==> config.mk <==
export PLATFORM = sky130hd
export DESIGN_NAME = gb_clock_ctrl_flat
export DESIGN_NICKNAME = d
export VERILOG_FILES = /design/src/rtl/gb_clock_ctrl_if.sv /design/src/rtl/gb_clock_ctrl.sv /design/src/flat_wrapper.sv
export SDC_FILE = /design/constraint.sdc
export NUM_CORES = 1
export LEC_CHECK = 0
export CAP_MARGIN = 20
export CORE_MARGIN = 3
export CORE_UTILIZATION = 45
export CTS_CLUSTER_SIZE = 28
export DETAILED_ROUTE_END_ITERATION = 6
export MAX_ROUTING_LAYER = met4
export PLACE_DENSITY = 0.6
export SLEW_MARGIN = 20
export SYNTH_ARGS = -nofsm -noshare
export SYNTH_HDL_FRONTEND = slang
export SYNTH_SLANG_ARGS = --single-unit
==> constraint.sdc <==
create_clock -name clk_in -period 4.1 [get_ports clk_in]
set_clock_uncertainty 0.15 [all_clocks]
set_input_delay 0.82 -clock clk_in [delete_from_list [all_inputs] [get_ports clk_in]]
set_output_delay 0.82 -clock clk_in [all_outputs]
set_load 0.05 [all_outputs]
==> src/rtl/gb_clock_ctrl_if.sv <==
// Control/enable bundle between the Game Boy core and its clock-enable scheduler.
// master = core/debugger side (drives requests), slave = the scheduler.
interface gb_clock_ctrl_if;
    logic switch_req;
    logic halt_req;
    logic step;
    logic ce_cpu;
    logic ce_ppu;
    logic double_speed;
    logic switch_done;
    logic halt_ack;

    modport master (
        output switch_req,
        output halt_req,
        output step,
        input  ce_cpu,
        input  ce_ppu,
        input  double_speed,
        input  switch_done,
        input  halt_ack
    );

    modport slave (
        input  switch_req,
        input  halt_req,
        input  step,
        output ce_cpu,
        output ce_ppu,
        output double_speed,
        output switch_done,
        output halt_ack
    );
endinterface

==> src/rtl/gb_clock_ctrl.sv <==
// Game Boy clock-enable scheduler: CPU/PPU enables, CGB speed switch, debugger halt.
// Optional debugger single-step inside HALT is built only when CLOCK_CTRL_STEP_EN is defined.
module gb_clock_ctrl #(
    parameter int unsigned DIV_NORMAL    = 4,
    parameter int unsigned DIV_DOUBLE    = 2,
    parameter int unsigned SWITCH_CYCLES = 8200,
    parameter int unsigned CNT_W         = 16
) (
    input  logic           clk_in,
    input  logic           reset_n,
    gb_clock_ctrl_if.slave ctrl
);

    localparam logic [CNT_W-1:0] RELOAD_NORMAL = CNT_W'(DIV_NORMAL - 1);
    localparam logic [CNT_W-1:0] RELOAD_DOUBLE = CNT_W'(DIV_DOUBLE - 1);
    localparam logic [CNT_W-1:0] RELOAD_WAIT   = CNT_W'(SWITCH_CYCLES - 1);
    localparam logic [CNT_W-1:0] CNT_ONE       = CNT_W'(1);

    typedef enum logic [1:0] {
        ST_RUN    = 2'd0,
        ST_SWITCH = 2'd1,
        ST_HALT   = 2'd2
    } state_t;

    state_t           state_q;
    logic [CNT_W-1:0] cpu_cnt_q;
    logic [CNT_W-1:0] ppu_cnt_q;
    logic [CNT_W-1:0] wait_cnt_q;
    logic             rearm_q;
    logic             ce_cpu_q;
    logic             ce_ppu_q;
    logic             double_speed_q;
    logic             switch_done_q;
    logic             halt_ack_q;

    logic [CNT_W-1:0] ppu_cnt_d;
    logic             ce_ppu_d;
    logic             rearm_d;
    logic [CNT_W-1:0] reload_cur;
    logic [CNT_W-1:0] reload_swapped;
    logic             cpu_boundary;
    logic             switch_take;

    // The video divider ignores speed mode and only stops while halted.
    always_comb begin
        ppu_cnt_d = ppu_cnt_q;
        ce_ppu_d  = 1'b0;
        if (state_q != ST_HALT) begin
            ce_ppu_d  = (ppu_cnt_q == '0);
            ppu_cnt_d = (ppu_cnt_q == '0) ? RELOAD_NORMAL : ppu_cnt_q - CNT_ONE;
        end
    end

    always_comb begin
        reload_cur     = double_speed_q ? RELOAD_DOUBLE : RELOAD_NORMAL;
        reload_swapped = double_speed_q ? RELOAD_NORMAL : RELOAD_DOUBLE;
        cpu_boundary   = (cpu_cnt_q == '0);
        switch_take    = (state_q == ST_RUN) && cpu_boundary && ctrl.switch_req && rearm_q;
        // switch_req must drop once before another switch may start
        rearm_d        = rearm_q;
        if (switch_take) begin
            rearm_d = 1'b0;
        end else if (!ctrl.switch_req) begin
            rearm_d = 1'b1;
        end
    end

`ifndef CLOCK_CTRL_STEP_EN
    logic unused_step;
    assign unused_step = ctrl.step;
`endif

    always_ff @(posedge clk_in or negedge reset_n) begin
        if (!reset_n) begin
            state_q        <= ST_RUN;
            cpu_cnt_q      <= RELOAD_NORMAL;
            ppu_cnt_q      <= RELOAD_NORMAL;
            wait_cnt_q     <= '0;
            rearm_q        <= 1'b1;
            ce_cpu_q       <= 1'b0;
            ce_ppu_q       <= 1'b0;
            double_speed_q <= 1'b0;
            switch_done_q  <= 1'b0;
            halt_ack_q     <= 1'b0;
        end else begin
            ce_cpu_q      <= 1'b0;
            switch_done_q <= 1'b0;
            ce_ppu_q      <= ce_ppu_d;
            ppu_cnt_q     <= ppu_cnt_d;
            rearm_q       <= rearm_d;

            case (state_q)
                ST_RUN: begin
                    if (cpu_boundary) begin
                        cpu_cnt_q <= reload_cur;
                        // A boundary consumed by a switch or halt issues no enable.
                        if (switch_take) begin
                            state_q    <= ST_SWITCH;
                            wait_cnt_q <= RELOAD_WAIT;
                        end else if (ctrl.halt_req) begin
                            state_q    <= ST_HALT;
                            halt_ack_q <= 1'b1;
                        end else begin
                            ce_cpu_q <= 1'b1;
                        end
                    end else begin
                        cpu_cnt_q <= cpu_cnt_q - CNT_ONE;
                    end
                end

                ST_SWITCH: begin
                    if (wait_cnt_q == '0) begin
                        double_speed_q <= ~double_speed_q;
                        switch_done_q  <= 1'b1;
                        cpu_cnt_q      <= reload_swapped;
                        state_q        <= ST_RUN;
                    end else begin
                        wait_cnt_q <= wait_cnt_q - CNT_ONE;
                    end
                end

                ST_HALT: begin
                    if (!ctrl.halt_req) begin
                        state_q    <= ST_RUN;
                        halt_ack_q <= 1'b0;
                        cpu_cnt_q  <= reload_cur;
                    end
`ifdef CLOCK_CTRL_STEP_EN
                    else if (ctrl.step) begin
                        ce_cpu_q <= 1'b1;
                    end
`endif
                end

                default: begin
                    state_q    <= ST_RUN;
                    halt_ack_q <= 1'b0;
                    cpu_cnt_q  <= reload_cur;
                end
            endcase
        end
    end

    assign ctrl.ce_cpu       = ce_cpu_q;
    assign ctrl.ce_ppu       = ce_ppu_q;
    assign ctrl.double_speed = double_speed_q;
    assign ctrl.switch_done  = switch_done_q;
    assign ctrl.halt_ack     = halt_ack_q;

endmodule

==> src/flat_wrapper.sv <==
// flat-port wrapper written by rule: the top's interface ports become plain ports
module gb_clock_ctrl_flat 
#(
    parameter int unsigned DIV_NORMAL    = 4,
    parameter int unsigned DIV_DOUBLE    = 2,
    parameter int unsigned SWITCH_CYCLES = 8200,
    parameter int unsigned CNT_W         = 16
)
  (clk_in, reset_n, ctrl_switch_req, ctrl_halt_req, ctrl_step, ctrl_ce_cpu, ctrl_ce_ppu, ctrl_double_speed, ctrl_switch_done, ctrl_halt_ack);
  gb_clock_ctrl_if ctrl_i ();
  input  logic clk_in;
  input  logic reset_n;
  input wire logic [$bits(ctrl_i.switch_req)-1:0] ctrl_switch_req;
  input wire logic [$bits(ctrl_i.halt_req)-1:0] ctrl_halt_req;
  input wire logic [$bits(ctrl_i.step)-1:0] ctrl_step;
  output wire logic [$bits(ctrl_i.ce_cpu)-1:0] ctrl_ce_cpu;
  output wire logic [$bits(ctrl_i.ce_ppu)-1:0] ctrl_ce_ppu;
  output wire logic [$bits(ctrl_i.double_speed)-1:0] ctrl_double_speed;
  output wire logic [$bits(ctrl_i.switch_done)-1:0] ctrl_switch_done;
  output wire logic [$bits(ctrl_i.halt_ack)-1:0] ctrl_halt_ack;
  assign ctrl_i.switch_req = ctrl_switch_req;
  assign ctrl_i.halt_req = ctrl_halt_req;
  assign ctrl_i.step = ctrl_step;
  assign ctrl_ce_cpu = ctrl_i.ce_cpu;
  assign ctrl_ce_ppu = ctrl_i.ce_ppu;
  assign ctrl_double_speed = ctrl_i.double_speed;
  assign ctrl_switch_done = ctrl_i.switch_done;
  assign ctrl_halt_ack = ctrl_i.halt_ack;
  gb_clock_ctrl #(.DIV_NORMAL(DIV_NORMAL), .DIV_DOUBLE(DIV_DOUBLE), .SWITCH_CYCLES(SWITCH_CYCLES), .CNT_W(CNT_W)) u_core (.clk_in(clk_in), .reset_n(reset_n), .ctrl(ctrl_i));
endmodule
==> out/metrics.cfg <==
[layout]
nets = 328
fin_cells = 395
n_fill_cell = 599
design_area_um2 = 3200
post-route-util_pct = 50.1
area_growth_pct = 7.35
diodes = 0
layout-drive-gt1-share_pct = 9.75

[synthesis]
ys.flop_type = dfrtp_1
async_reset_ff_share_pct = 100
seq_area_frac_synth_pct = 47.3
ys_ff_latch = 56
syn_nets = 321
synth_warnings = 0
syn_area_um2 = 2980
synth_cell_type_count = 51
synth_edf_count = 0
syn_inst = 310
synth_area_per_cell_um2 = 9.61

[clock_tree]
clock-root-buffer = clkbuf_8
cts.clk_slew.worst_paths_ns = 0.10
htreeDepth = 2
tritoncts = done
numCtsBuffers = 5
cts_resized = 0
cts_sinks = 56
clkLatencyLatePin_ns = 0.31
hold_buffers = 0
cts_setup_buffers = 0
clock_path_buffers = 2

[timing]
maxSlewHeadroom_pct = 45.5
max_freq_mhz = 372
rsz0062_at_grt = false
finalMaxSlewViolations = 0
setup_violations = 0
tightest_slew_ns = 0.818
fin_tns_setup_ns = 0
fin_crit_sh_pct = 65.6
finalCriticalPeriod_ns = 2.69
hold_viol_final = 0

[hold_path]
hold_path_depth = 2
hold_class = reg -> reg

[routing]
drt_wl_total_um = 5810
final_antenna_net_count = 0
firstDrtPassIters = 4
initialDrtViolationCount = 96
vias = 2239
drc = 0
drt-wirelength-per-cell_um = 14.7
via_per_inst = 5.67

[floorplanning]
core_um2 = 6390
dieArea_um2 = 7630
initial_core_util_pct = 46.6
io_pins = 10
row_count = 29
die_x_um = 87.3
die_h_um = 87.3

[worst_setup_path]
endpoint_kind = register
crit_path_cell_trace = inv_1 -> ha_1 -> or3b_2 -> or3_1 -> o21ai_4 -> o21ai_0 -> a21o_1
crit_slowest_cell = or3_1
slowest_delay_ns = 0.53
cp.required_ns = 4.16
arrival_ns = 2.75
rrSetupSlack_ns = 1.41
worstSetupStartpointType = register
crit_fanout = 14
reg2regPathDepth = 7
setup.worst_path.class = reg -> reg

[grt]
grt_pass1_wl_um = 10100
grtUsageTotal_pct = 17.2
antenna_found_initial = 0
gr-usage-met2_pct = 25.9
grt_max_degree = 37
top_usage_layer = met2
use_met1_pct = 23.7
first_global_vias = 2122
grt_overflow = 0
grtUsageMet3_pct = 4.26

[job]
drv_cap = 0

[place]
hpwl_um = 4150
dpl_cell_area_um2 = 3100
dp_cells = 387
gp_congestion = 0.846
io_buffers = 8

[power]
power_leakage_nw = 1.23
peakVddDrop_v = 0.000318
p_per_area_nw_per_um2 = 654

[status]
outcome = finished, final reports clean

-- sequential cells by signal, indices dropped and copies added (netlist names) --
signal / cells
u_core.ctrl.ce_cpu: 1
u_core.wait_cnt_q: 16
u_core.state_q: 2
u_core.ctrl.double_speed: 1
u_core.cpu_cnt_q: 16
u_core.ppu_cnt_q: 16
u_core.ctrl.halt_ack: 1
u_core.rearm_q: 1
u_core.ctrl.switch_done: 1
u_core.ctrl.ce_ppu: 1
-- placed cells by master (no fill, tap or decap), types with 2 or more instances in the layout --
master | Yosys | layout
dfstp_2 | 5 | 5
nand3_1 | 7 | 7
o211ai_1 | 2 | 2
clkdlybuf4s50_1 | 0 | 7
o41ai_1 | 2 | 2
or2_2 | 4 | 4
clkbuf_8 | 0 | 6
nand2_1 | 16 | 16
nor2_1 | 40 | 40
nand3b_1 | 2 | 2
a31oi_1 | 12 | 12
or3_1 | 11 | 11
nor4_1 | 8 | 7
a21o_1 | 2 | 2
dfrtp_1 | 51 | 51
o31ai_1 | 3 | 3
buf_4 | 1 | 2
xor2_1 | 8 | 8
or4_1 | 4 | 4
xnor2_1 | 16 | 16
ha_1 | 6 | 6
a21oi_1 | 21 | 21
o2111ai_1 | 2 | 2
inv_1 | 12 | 12
nand4_1 | 3 | 3
nand2b_1 | 9 | 9
o21ai_0 | 12 | 12
nor3_1 | 20 | 20
a41oi_1 | 2 | 2
-- kinds of logic after synthesis --
family / synth area share (%)
AOI/OAI and AO/OA: 13.6
muxes: 0.882
adders and majority gates: 2.52
and+or+nand+nor: 24.9
DFF: 47.3
xor gates and xnor gates: 7.06
buffers and inverters: 3.78
-- cell usage after synthesis (all sizes together) (2+ instances only) --
master	instances	area share, %
clkbuf	5	0.63
o21ai	13	2.6
xnor2	16	4.7
or2	5	1.1
or4	5	1.4
dfstp	5	4.4
ha	6	2.5
nor4	9	2.4
nand3	7	1.2
xor2	8	2.4
nand3b	2	0.50
nand2	16	2.0
a21oi	21	3.5
a21o	2	0.50
inv	12	1.5
o31ai	3	0.76
mux2	2	0.88
nand4	3	0.63
or3	11	2.3
and2	2	0.50
nor2	40	5.0
a41oi	2	0.59
o2111ai	2	0.59
buf	5	1.6
o41ai	2	0.59
nand2b	9	1.9
a31oi	12	2.5
o211ai	3	0.92
nor3	21	3.7
dfrtp	51	43
-- report_power, final --
| part | internal, W | leakage (nW) | switching (W) |
|---|---|---|---|
| registers | 0.000775 | 0.665 | 0.000220 |
| logic | 0.000314 | 0.519 | 0.000470 |
| clock network | 0.000138 | 0.0445 | 0.000175 |
-- final cells by class --
| type | count | area, um2 | share of cell area (%) |
|---|---|---|---|
| Clock buffer | 7 | 86.3 | 2.70 |
| Clock inverter | 1 | 7.51 | 0.235 |
| Inverter | 12 | 45.0 | 1.41 |
| Multi-Input combinational cell | 232 | 1460 | 45.8 |
| Sequential cell | 56 | 1410 | 44.0 |
| Tap cell | 77 | 96.3 | 3.01 |
| Timing Repair Buffer | 10 | 90.1 | 2.82 |
-- metrics by stage --
step           hold WS [ns]  setup WS [ns]  power, W
2_1_floorplan         0.301           1.75   0.00159
3_3_place_gp          0.322           1.31   0.00176
3_5_place_dp          0.323           1.28   0.00179
4_1_cts               0.340           1.39   0.00211
5_1_grt               0.364           1.26   0.00228
6_report              0.340           1.41   0.00209
-- path summary, 6_finish.rpt --
| kind | from | endpoint |
|---|---|---|
| max | u_core.wait_cnt_q[0] | u_core.cpu_cnt_q[9] |
| max reg2reg | u_core.wait_cnt_q[0] | u_core.cpu_cnt_q[9] |
| min reg2reg | u_core.rearm_q | u_core.rearm_q |
| min in group asynchronous | reset_n | u_core.wait_cnt_q[15] |
| max in group asynchronous | reset_n | u_core.rearm_q |
| min | u_core.rearm_q | u_core.rearm_q |
-- critical path, delay by kind of cell, from the launching register on --
family / cells / cell delay [ns]
simple gates: 2 / 1.03
compound gates: 3 / 0.75
buf+inv: 1 / 0.09
fa+ha+maj: 1 / 0.14
flops: 1 / 0.43
-- routing by layer --
layer	wire [um]	share of wire [%]	up-vias
met1	2940	51	1091
li1	-	-	1120
met3	136	2.3	4
met4	55	0.95	0
met5	0	0	-
met2	2680	46	24
Power figures use the tool's default switching activity.
